$ cat src/rtl/seg7_scan_driver_if.sv
// Display-side bundle for seg7_scan_driver: scan tick and digit data in,
// active-low anode/segment/dot lines out.
interface seg7_scan_driver_if;
  logic        DividedClock;
  logic [31:0] Value;
  logic [7:0]  DigitEnable;
  logic [7:0]  DotMask;
  logic [7:0]  AN;
  logic [6:0]  SEG;
  logic        DP;

  modport master (
    output DividedClock, Value, DigitEnable, DotMask,
    input  AN, SEG, DP
  );

  modport slave (
    input  DividedClock, Value, DigitEnable, DotMask,
    output AN, SEG, DP
  );
endinterface

$ cat src/rtl/seg7_scan_driver.sv
// Multiplexed seven-segment scan driver. Each rising edge of the divider
// tick advances one digit, blanks all anodes for BLANK_CYCLES clocks to
// suppress ghosting, then drives the digit. A whole frame is taken from one
// snapshot of Value/DigitEnable/DotMask captured when the scan wraps to
// digit 0. Optional leading-zero blanking: define SEG7_LEADING_ZERO_BLANK_EN.
module seg7_scan_driver #(
  parameter int unsigned NUM_DIGITS   = 8,
  parameter int unsigned BLANK_CYCLES = 16
) (
  input logic               Clock,
  input logic               Reset,
  seg7_scan_driver_if.slave bus
);

  localparam int unsigned     IdxW    = (NUM_DIGITS > 1) ? $clog2(NUM_DIGITS) : 1;
  localparam logic [IdxW-1:0] LastIdx = IdxW'(NUM_DIGITS - 1);
  localparam logic [7:0]      LastCnt = 8'(BLANK_CYCLES - 1);

  typedef enum logic [1:0] {StWait, StBlank, StShow} state_e;

  state_e          state_q, state_d;
  logic            tick_q;
  logic [IdxW-1:0] idx_q, idx_d, idx_inc;
  logic [7:0]      cnt_q, cnt_d;
  logic [31:0]     snap_q, snap_d;
  logic [7:0]      en_snap_q, en_snap_d;
  logic [7:0]      dp_snap_q, dp_snap_d;
  logic [7:0]      an_q, an_d;
  logic [6:0]      seg_q, seg_d;
  logic            dp_q, dp_d;

  logic            step;
  logic [3:0]      nibble;
  logic [7:0]      an_show;
  logic [6:0]      seg_show;

  // Active-low gfedcba hex font.
  function automatic logic [6:0] decode(input logic [3:0] n);
    logic [6:0] s;
    case (n)
      4'h0: s = 7'h40;
      4'h1: s = 7'h79;
      4'h2: s = 7'h24;
      4'h3: s = 7'h30;
      4'h4: s = 7'h19;
      4'h5: s = 7'h12;
      4'h6: s = 7'h02;
      4'h7: s = 7'h78;
      4'h8: s = 7'h00;
      4'h9: s = 7'h10;
      4'hA: s = 7'h08;
      4'hB: s = 7'h03;
      4'hC: s = 7'h46;
      4'hD: s = 7'h21;
      4'hE: s = 7'h06;
      4'hF: s = 7'h0E;
    endcase
    return s;
  endfunction

  // Divider runs in this clock domain, so a plain edge detect suffices.
  assign step    = bus.DividedClock & ~tick_q;
  assign idx_inc = (idx_q == LastIdx) ? '0 : idx_q + 1'b1;

`ifdef SEG7_LEADING_ZERO_BLANK_EN
  logic lead_zero;

  // Digit is a leading zero when it and every higher scanned nibble are zero.
  always_comb begin
    lead_zero = (idx_q != '0);
    for (int i = 0; i < 8; i++) begin
      if (i >= int'(idx_q) && i < int'(NUM_DIGITS) && snap_q[4*i +: 4] != 4'h0) begin
        lead_zero = 1'b0;
      end
    end
  end
`endif

  // Pattern the current digit will present once its blanking gap ends.
  always_comb begin
    nibble = 4'h0;
    for (int i = 0; i < 8; i++) begin
      if (i == int'(idx_q)) nibble = snap_q[4*i +: 4];
    end
    an_show         = 8'hFF;
    an_show[idx_q]  = ~en_snap_q[idx_q];
    seg_show        = decode(nibble);
`ifdef SEG7_LEADING_ZERO_BLANK_EN
    if (lead_zero) begin
      an_show  = 8'hFF;
      seg_show = 7'h7F;
    end
`endif
  end

  // Next-state: a tick always forces a fresh blanking gap for the next digit.
  always_comb begin
    state_d   = state_q;
    idx_d     = idx_q;
    cnt_d     = cnt_q;
    snap_d    = snap_q;
    en_snap_d = en_snap_q;
    dp_snap_d = dp_snap_q;
    an_d      = an_q;
    seg_d     = seg_q;
    dp_d      = dp_q;
    if (step) begin
      idx_d   = idx_inc;
      state_d = StBlank;
      cnt_d   = 8'd0;
      an_d    = 8'hFF;
      seg_d   = 7'h7F;
      dp_d    = 1'b1;
      if (idx_inc == '0) begin
        snap_d    = bus.Value;
        en_snap_d = bus.DigitEnable;
        dp_snap_d = bus.DotMask;
      end
    end else begin
      unique case (state_q)
        StWait, StShow: ;
        StBlank: begin
          if (cnt_q == LastCnt) begin
            state_d = StShow;
            an_d    = an_show;
            seg_d   = seg_show;
            dp_d    = ~dp_snap_q[idx_q];
          end else begin
            cnt_d = cnt_q + 8'd1;
          end
        end
        default: state_d = StWait;
      endcase
    end
  end

  // State and registered display outputs; reset wins over a coincident tick.
  always_ff @(posedge Clock) begin
    if (!Reset) begin
      state_q   <= StWait;
      tick_q    <= 1'b0;
      idx_q     <= LastIdx;
      cnt_q     <= 8'd0;
      snap_q    <= 32'd0;
      en_snap_q <= 8'd0;
      dp_snap_q <= 8'd0;
      an_q      <= 8'hFF;
      seg_q     <= 7'h7F;
      dp_q      <= 1'b1;
    end else begin
      state_q   <= state_d;
      tick_q    <= bus.DividedClock;
      idx_q     <= idx_d;
      cnt_q     <= cnt_d;
      snap_q    <= snap_d;
      en_snap_q <= en_snap_d;
      dp_snap_q <= dp_snap_d;
      an_q      <= an_d;
      seg_q     <= seg_d;
      dp_q      <= dp_d;
    end
  end

  assign bus.AN  = an_q;
  assign bus.SEG = seg_q;
  assign bus.DP  = dp_q;

endmodule

$ cat src/flat_wrapper.sv
// flat-port wrapper written by rule: the top's interface ports become plain ports
module seg7_scan_driver_flat 
#(
  parameter int unsigned NUM_DIGITS   = 8,
  parameter int unsigned BLANK_CYCLES = 16
)
  (Clock, Reset, bus_DividedClock, bus_Value, bus_DigitEnable, bus_DotMask, bus_AN, bus_SEG, bus_DP);
  seg7_scan_driver_if bus_i ();
  input logic Clock;
  input logic Reset;
  input wire logic [$bits(bus_i.DividedClock)-1:0] bus_DividedClock;
  input wire logic [$bits(bus_i.Value)-1:0] bus_Value;
  input wire logic [$bits(bus_i.DigitEnable)-1:0] bus_DigitEnable;
  input wire logic [$bits(bus_i.DotMask)-1:0] bus_DotMask;
  output wire logic [$bits(bus_i.AN)-1:0] bus_AN;
  output wire logic [$bits(bus_i.SEG)-1:0] bus_SEG;
  output wire logic [$bits(bus_i.DP)-1:0] bus_DP;
  assign bus_i.DividedClock = bus_DividedClock;
  assign bus_i.Value = bus_Value;
  assign bus_i.DigitEnable = bus_DigitEnable;
  assign bus_i.DotMask = bus_DotMask;
  assign bus_AN = bus_i.AN;
  assign bus_SEG = bus_i.SEG;
  assign bus_DP = bus_i.DP;
  seg7_scan_driver #(.NUM_DIGITS(NUM_DIGITS), .BLANK_CYCLES(BLANK_CYCLES)) u_core (.Clock(Clock), .Reset(Reset), .bus(bus_i));
endmodule
$ cat config.mk
export PLATFORM = sky130hd
export DESIGN_NAME = seg7_scan_driver_flat
export DESIGN_NICKNAME = d
export VERILOG_FILES = /design/src/rtl/seg7_scan_driver_if.sv /design/src/rtl/seg7_scan_driver.sv /design/src/flat_wrapper.sv
export SDC_FILE = /design/constraint.sdc
export NUM_CORES = 1
export LEC_CHECK = 0
export CORE_UTILIZATION = 40
export DETAILED_ROUTE_END_ITERATION = 7
export GPL_ROUTABILITY_DRIVEN = 0
export HOLD_SLACK_MARGIN = 0.05
export PLACE_DENSITY = 0.63
export SLEW_MARGIN = 20
export SYNTH_ARGS = -nofsm -noshare
export SYNTH_HDL_FRONTEND = slang
export SYNTH_SLANG_ARGS = --single-unit
$ cat constraint.sdc
create_clock -name Clock -period 3 [get_ports Clock]
set_clock_uncertainty 0.2 [all_clocks]
set_input_delay 0.6 -clock Clock [delete_from_list [all_inputs] [get_ports Clock]]
set_output_delay 0.6 -clock Clock [all_outputs]
set_load 0.05 [all_outputs]
# Word level (Yosys, flattened, before mapping)

Memory sizes are Yosys's and may differ from the RTL's. A register that Yosys moved wholly into a read port is not among the register bits.
Index checks and enable logic that the tools add are counted.

Register bits after elaboration: 71
Latch bits: 0
Memory bits (writable): 0
Memory bits (read-only): 112
Input port bits: 51
Output and inout port bits: 16
Logic and storage cells: 67
Memories: 1

Memories:

| name             | words | bits a word | read ports | clocked after memory_dff | wr ports | RTL line               | source |
|---|---|---|---|---|---|---|---|
| (name not given) | 16    | 7           | 1          | 1                        | 0        | seg7_scan_driver.sv:40 | `case (n)` |

Add/subtract/negate cells: 2
Multipliers: 0
Div/mod/pow operators: 0
$lt $le $gt $ge: 2
Equal/unequal tests: 14
Shift-type cells: 0
Multiplexer cells: 18
Bitwise operators: 9
Reductions and logical operators: 11

Operator list:

| operator                                                                             | count |
|---|---|
| 4-bit 2-to-1 mux                                                                     | 8 |
| 3-bit == test (first input constant)                                                 | 4 |
| 2-bit AND reduction                                                                  | 5 |
| 8-bit by 1-bit adder with 8-bit output (second input constant)                       | 1 |
| 8-bit by 4-bit == test with 1-bit output (second input constant)                     | 1 |
| 8-bit inverter                                                                       | 1 |
| 8-bit bitwise OR                                                                     | 1 |
| 1-bit binary-select mux with 3-bit select                                            | 2 |
| 2-bit by 3-bit == test with 1-bit output (first input constant)                      | 2 |
| 3-bit zero test                                                                      | 2 |
| 1-bit inverter                                                                       | 6 |
| 3-bit by 4-bit less-than comparator with 1-bit output (second input constant)        | 1 |
| 1-bit 2-to-1 mux                                                                     | 4 |
| 2-bit by 1-bit != test with 1-bit output (second input constant)                     | 2 |
| 2-bit one-hot mux with 2 select lines                                                | 1 |
| 2-bit OR reduction                                                                   | 2 |
| 3-bit by 1-bit adder with 3-bit output (second input constant)                       | 1 |
| 1-bit demux with 3-bit select                                                        | 1 |
| 1-bit by 3-bit == test with 1-bit output (first input constant)                      | 1 |
| 3-bit == test (second input constant)                                                | 1 |
| 3-bit by 1-bit greater-or-equal comparator with 1-bit output (second input constant) | 1 |
| 3-bit 2-to-1 mux                                                                     | 1 |
| 3-bit by 1-bit != test with 1-bit output (second input constant)                     | 1 |
| 2-bit by 1-bit == test with 1-bit output (second input constant)                     | 1 |
| other kinds (5)                                                                      | 5 |

# Logic depth before layout (Yosys ltp)

Gate-level depths: netlist of run 1.

Word-level depth: 9
Mapped depth: 14
Depth with buffers taken out: 12

# Least setup slack after synthesis of run 1

No wires, ideal clock.

Path kind: register -> register
Start: register u_core.idx_q[1]
End: register u_core.seg_q[3], in the netlist u_core.bus.SEG[3]
Setup time: 0.124 ns
Arrival time: 2.434 ns
Setup slack: 0.243 ns
Stages on the path, launching flop included: 13
Path buffers: 2
Period minus slack after synthesis: 2.757 ns
Cell sequence: dfxtp_1 -> clkbuf_1 -> inv_1 -> ha_1 -> buf_6 -> a221oi_1 -> o32ai_1 -> a21oi_1 -> inv_1 -> ha_1 -> mux2_2 -> mux2i_1 -> o21ai_1

Word-level cells in the longest chain between the ends: 9
Elaborated cells on any way between the ends: 16

Ends and longest elaborated chain:

| element                       | RTL line                | source |
|---|---|---|
| start: declaration            | seg7_scan_driver.sv:23  | `logic [IdxW-1:0] idx_q, idx_d, idx_inc;` |
| start signal: assignment      | seg7_scan_driver.sv:142 | `idx_q <= LastIdx;` |
| start signal: assignment      | seg7_scan_driver.sv:153 | `idx_q <= idx_d;` |
| 3-bit zero test               | seg7_scan_driver.sv:83  | `if (i == int'(idx_q)) nibble = snap_q[4*i +: 4];` |
| 4-bit 2-to-1 mux (7 in a row) | seg7_scan_driver.sv:83  |  |
| 4-bit 2-to-1 mux (*)          | seg7_scan_driver.sv:83  |  |
| end: declaration              | seg7_scan_driver.sv:29  | `logic [6:0] seg_q, seg_d;` |

Mark *: on every way between the ends. The rest lies on a longest branch, timed or not.
A chain may end at the register's enable or synchronous reset.

# Worst setup path after layout of run 1

Start: register u_core.idx_q[1]
End: register u_core.seg_q[2], in the netlist u_core.bus.SEG[2]

Same word-level chain as after synthesis.

==> results of run 1 <==
[cell type report]
class / count / area share [%]
clock buffer: 12 / 3.24
clock inverter: 3 / 1.41
inverter: 15 / 1.17
multi-input combinational: 340 / 42.4
sequential: 78 / 32.6
tap: 111 / 2.90
timing repair buffer: 82 / 16.3
[power groups by stage]
stage / sequential (mW) / combinational [mW] / clock [mW]
6_report: 1.12 / 0.488 / 0.878
5_1_grt: 1.13 / 0.548 / 0.941
4_1_cts: 1.12 / 0.487 / 0.903
3_5_place_dp: 1.15 / 0.484 / 0
3_3_place_gp: 1.15 / 0.478 / 0
2_1_floorplan: 1.13 / 0.330 / 0
[what timing repair did]
action / 4_1_cts / 5_1_grt
hold buffers: 0 / 0
resized for setup: 0 / 5
endpoints found under the setup margin: 0 / 7
[final timing paths]
check	startpoint	to	slack, ns	cells after the start
max	u_core.idx_q[1]	u_core.bus.SEG[2]	0.06	12
min	u_core.en_snap_q[3]	u_core.en_snap_q[3]	0.26	2
max reg2reg	u_core.idx_q[1]	u_core.bus.SEG[2]	0.06	12
min reg2reg	u_core.en_snap_q[3]	u_core.en_snap_q[3]	0.26	2
[state kept, by name, summed over array words and instances (netlist names), 2 cells and up]
register,cells
u_core.en_snap_q,8
u_core.state_q,2
u_core.snap_q,32
u_core.cnt_q,8
u_core.bus.SEG,7
u_core.idx_q,3
u_core.bus.AN,8
u_core.dp_snap_q,8
[cells in the mapped netlist (6+ instances only)]
master / number / area [um^2]
a21oi_1: 18 / 90.1
ha_1: 13 / 163
inv_1: 14 / 52.6
nand3_1: 8 / 40.0
nor2b_1: 7 / 43.8
clkbuf_1: 19 / 71.3
dfxtp_1: 78 / 1560
a21boi_0: 48 / 360
buf_2: 6 / 30.0
o21ai_0: 15 / 75.1
nand2_1: 127 / 477
nor2_1: 27 / 101
[kinds of logic after synthesis]
logic type               count (synthesis)  synth area share (%)
AO/OA/AOI/OAI                          114                  22.2
XOR/XNOR                                 7                  1.62
adder cells (fa/ha/maj)                 13                  4.31
buffers and inverters                   46                  5.47
flip-flops                              78                  41.4
multiplexers                             7                  1.92
AND/OR/NAND/NOR                        199                  23.1
[worst register-to-register path, cell delays in order (launching register included)]
cell	delay, ns
dfxtp_1	0.40
inv_1	0.11
ha_1	0.30
buf_4	0.20
a211o_1	0.23
a32oi_1	0.18
o41ai_1	0.12
a22o_1	0.26
inv_1	0.15
ha_1	0.21
inv_1	0.08
a221oi_1	0.31
nor2_1	0.07
[metal layers]
metal | vias to the layer above | GRT usage (%) | wire length, um
li1 | 1694 | - | -
met1 | 1507 | 22.9 | 4040
met2 | 61 | 30.6 | 4130
met3 | 7 | 3.44 | 319
met4 | 0 | 6.56 | 76
met5 | - | 0 | 0
==> impl_metrics.toml, run 1 <==
[outcome]
status = "finished clean"

[pwr]
p_per_area_nw_per_um2 = 519
power_frac_clock_pct = 35.3
p_switching_uw = 670
ir_drop_mv = 0.247
leakagePower_nw = 1.76
netSwitchingFraction_pct = 26.9
pwr-share-seq_pct = 45.1
totalPowerFinal_mw = 2.49
p_int_mw = 1.82
combinationalPowerShare_pct = 19.6

[logic_synthesis]
ys.flop_type = "dfxtp_1"
netlist_area_um2 = 3780
avgSynthCellArea_um2 = 8.14
synth_edf_count = 0
ys_warn_count = 0
yosysUniqueCellTypes = 54
synthArstFlopShare_pct = 0
ys_seq_area_share_pct = 41.4
ys_ff_latch = 78
syn_nets = 528
synth_cells = 464

[floorplan]
die-area_um2 = 9830
initial_utilization_pct = 41.1
num_io_pins = 67
die_h_um = 99.2
num_rows = 35
fp.dieW_um = 99.2
coreArea_um2 = 9200

[place]
place_ws_ns = 0.0507
dpl.hpwl_mm = 6.21
placed_cells = 626
io_buffers = 66
place_area_um2 = 4550

[detailed_routing]
first_pass_iters = 6
num_vias = 3269
drt_wl_total_mm = 8.57
drtIter0Drc = 120
drc = 0
antenna_left = 0
post_drt_wl_per_cell_um = 13.4
vias_per_cell = 5.10

[timing]
fmax_mhz = 340
hold_viol_final = 0
hold_slack_ns = 0.265
tightest_slew_ns = 0.894
fin_crit_ns = 2.94
rsz0062_at_grt = "yes"
finalCritPeriodShare_pct = 97.9
relSlewSlack_pct = 40.4
finalSetupTns_ns = 0
fin_ws_ns = 0.0622
setup_violations = 0
drv_slew = 0

[clock_tree]
cts_htree_levels = 3
cts_root_buffer = "clkbuf_8"
clkSinkCount = 78
clkLatencyLatePin_ns = 0.36
cts_tree = "yes"
post-cts-setup-buffers = 0
ctsLongestPathBuffers = 2
cts_buffers = 9
clk_pin_slew_ns = 0.07

[finish]
multiInputGateArea_um2 = 2030
drive_above_1_share_pct = 8.68
area_growth_pct = 27.0
antenna_cells = 0
final_cells = 641
layout_common_cells = "nand2_1, dfxtp_1, clkdlybuf4s50_1, a21boi_0, nor2_1"
layout_commonest_cell = "nand2_1"
fin_util_pct = 52.1
final-seq-area_um2 = 1560
fillCellCount = 897
nets = 590
design_area_um2 = 4790

[setup_path]
crit_path_frequent_cell = "inv_1"
max_stage_delay_ns = 0.40
crit_chain = "inv_1 -> ha_1 -> buf_4 -> a211o_1 -> a32oi_1 -> o41ai_1 -> a22o_1 -> inv_1 -> ha_1 -> inv_1 -> a221oi_1 -> nor2_1"
cp-end-kind = "flip-flop"
critPathTopFamily = "compound AO/OA/AOI/OAI gates"
worstPathMaxFanout = 7
cpMaxStageDelayCell = "dfxtp_1"
cp-start-kind = "flip-flop"
cp.arrival_ns = 2.98
crit_type = "flip-flop to flip-flop"
cp_num_buf_inv = 4
worst_ep_required_time_ns = 3.04

[job]
maxCapViolCount = 0

[global_routing]
grt_pass1_vias = 3078
track_usage_pct = 18.0
grt_max_degree = 49
antenna_found_initial = 0
grt_overflow = 0
grt_pass1_wl_mm = 14.1

[worst_hold_path]
hp-class = "flip-flop to flip-flop"
No activity file was read; power rests on OpenSTA's default activity.
==> run 2: changes to the inputs <==
- CORE_ASPECT_RATIO: not set -> 0.75
- SKIP_LAST_GASP: not set -> 1
==> impl_metrics.toml, run 2 (synthesis results as in run 1) <==
[outcome]
status = "finished clean"

[floorplan]
coreArea_um2 = 9120
num_io_pins = 67
initial_utilization_pct = 41.4
fp.dieW_um = 114
num_rows = 30
die-area_um2 = 9840
die_h_um = 86.1

[timing]
finalCritPeriodShare_pct = 93.3
tightest_slew_ns = 0.890
setup_violations = 0
hold_viol_final = 0
fmax_mhz = 357
rsz0062_at_grt = "no"
relSlewSlack_pct = 40.7
drv_slew = 0
fin_crit_ns = 2.80
hold_slack_ns = 0.260

[setup_path]
max_stage_delay_ns = 0.37
worstPathMaxFanout = 10
crit_path_frequent_cell = "inv_1"
worst_ep_required_time_ns = 3.01
crit_chain = "inv_1 -> ha_4 -> and2b_1 -> a221oi_2 -> o41ai_2 -> a22o_2 -> inv_1 -> ha_1 -> inv_1 -> o21ai_0 -> o311ai_1 -> nand2_1"
crit_type = "flip-flop to flip-flop"
cp-start-kind = "flip-flop"
cp.arrival_ns = 2.80
cpMaxStageDelayCell = "o41ai_2"
cp-end-kind = "flip-flop"

[detailed_routing]
post_drt_wl_per_cell_um = 13.4
antenna_left = 0
num_vias = 3269
drc = 0
drt_wl_total_mm = 8.83
vias_per_cell = 4.95
drtIter0Drc = 141
first_pass_iters = 4

[clock_tree]
cts_buffers = 9
ctsLongestPathBuffers = 2
cts_root_buffer = "clkbuf_16"
cts_tree = "yes"
clkLatencyLatePin_ns = 0.33
clkSinkCount = 78
clk_pin_slew_ns = 0.06
cts_htree_levels = 3

[finish]
top_register = "u_core.snap_q"
nets = 591
layout_commonest_cell = "nand2_1"
layout_common_cells = "nand2_1, dfxtp_1, clkdlybuf4s50_1, a21boi_0, nor2_1"
area_growth_pct = 31.6
largest_reg_flops = 32
drive_above_1_share_pct = 10.2
antenna_cells = 0

[global_routing]
grt_overflow = 0
grt_pass1_wl_mm = 15.2
track_usage_pct = 19.4
antenna_found_initial = 0
grt_pass1_vias = 3166
grt_max_degree = 52

[job]
maxCapViolCount = 0

[pwr]
ir_drop_mv = 0.367
totalPowerFinal_mw = 2.79
p_per_area_nw_per_um2 = 561
leakagePower_nw = 1.83

[place]
io_buffers = 66
dpl.hpwl_mm = 6.30

[worst_hold_path]
hp-class = "flip-flop to flip-flop"
## run 2: final cells by class
class | instances | area, um^2
clock inverter | 6 | 85.1
multi-input combinational | 340 | 2070
inverter | 15 | 56.3
clock buffer | 10 | 239
sequential | 78 | 1560
tap | 128 | 160
timing repair buffer | 83 | 801
fill | 851 | 4150
## run 2: final timing paths
check | cells after the start | to | slack [ns] | startpoint
setup / recovery | 12 | u_core.bus.SEG[4] | 0.20 | u_core.idx_q[1]
hold / removal | 2 | u_core.dp_snap_q[3] | 0.26 | u_core.dp_snap_q[3]
setup reg to reg | 12 | u_core.bus.SEG[4] | 0.20 | u_core.idx_q[1]
hold reg to reg | 2 | u_core.dp_snap_q[3] | 0.26 | u_core.dp_snap_q[3]
## run 2: through the flow
| step | worst slack (ns) | util, % | instances | area, um^2 | TNS [ns] |
|---|---|---|---|---|---|
| floorplan | 0.243 | - | 464 | 3780 | 0 |
| global placement | 0.00387 | 50.4 | 644 | 4590 | 0 |
| detailed placement | -0.0376 | 50.4 | 644 | 4590 | -0.0406 |
| CTS | 0.0321 | 54.0 | 660 | 4930 | 0 |
| global route | 0.0154 | 54.5 | 660 | 4970 | 0 |
| finish | 0.201 | 54.5 | 660 | 4970 | 0 |
## run 2: worst max-delay path: cells and delay by family, from the launching register on
family,cells,cell delay [ns]
AOI/OAI and AO/OA,5,0.96
adders and majority gates,2,0.47
buffers and inverters,3,0.36
DFF,1,0.35
and+or+nand+nor,2,0.34
## run 2: per-layer routing
metal / wire length, um / GRT usage, % / share of wire [%] / vias to the layer above
met4: 84 / 5.79 / 0.95 / 0
met1: 4570 / 27.4 / 52 / 1480
met3: 459 / 4.31 / 5.2 / 8
met2: 3720 / 29.6 / 42 / 79
li1: - / - / - / 1702
met5: 0 / 0 / 0 / -
## run 2: what timing repair did
action                     CTS  global route
gates resized for setup      2             9
hold endpoints to repair     0             0
setup endpoints to repair    3             6
pin swaps                    0             0
setup buffers                0             0
hold buffers                 0             0
## run 2: where the power goes
| group | total (mW) | internal, mW | switching, mW |
|---|---|---|---|
| sequential | 1.13 | 1.09 | 0.0343 |
| combinational | 0.509 | 0.229 | 0.281 |
| clock | 1.15 | 0.747 | 0.406 |
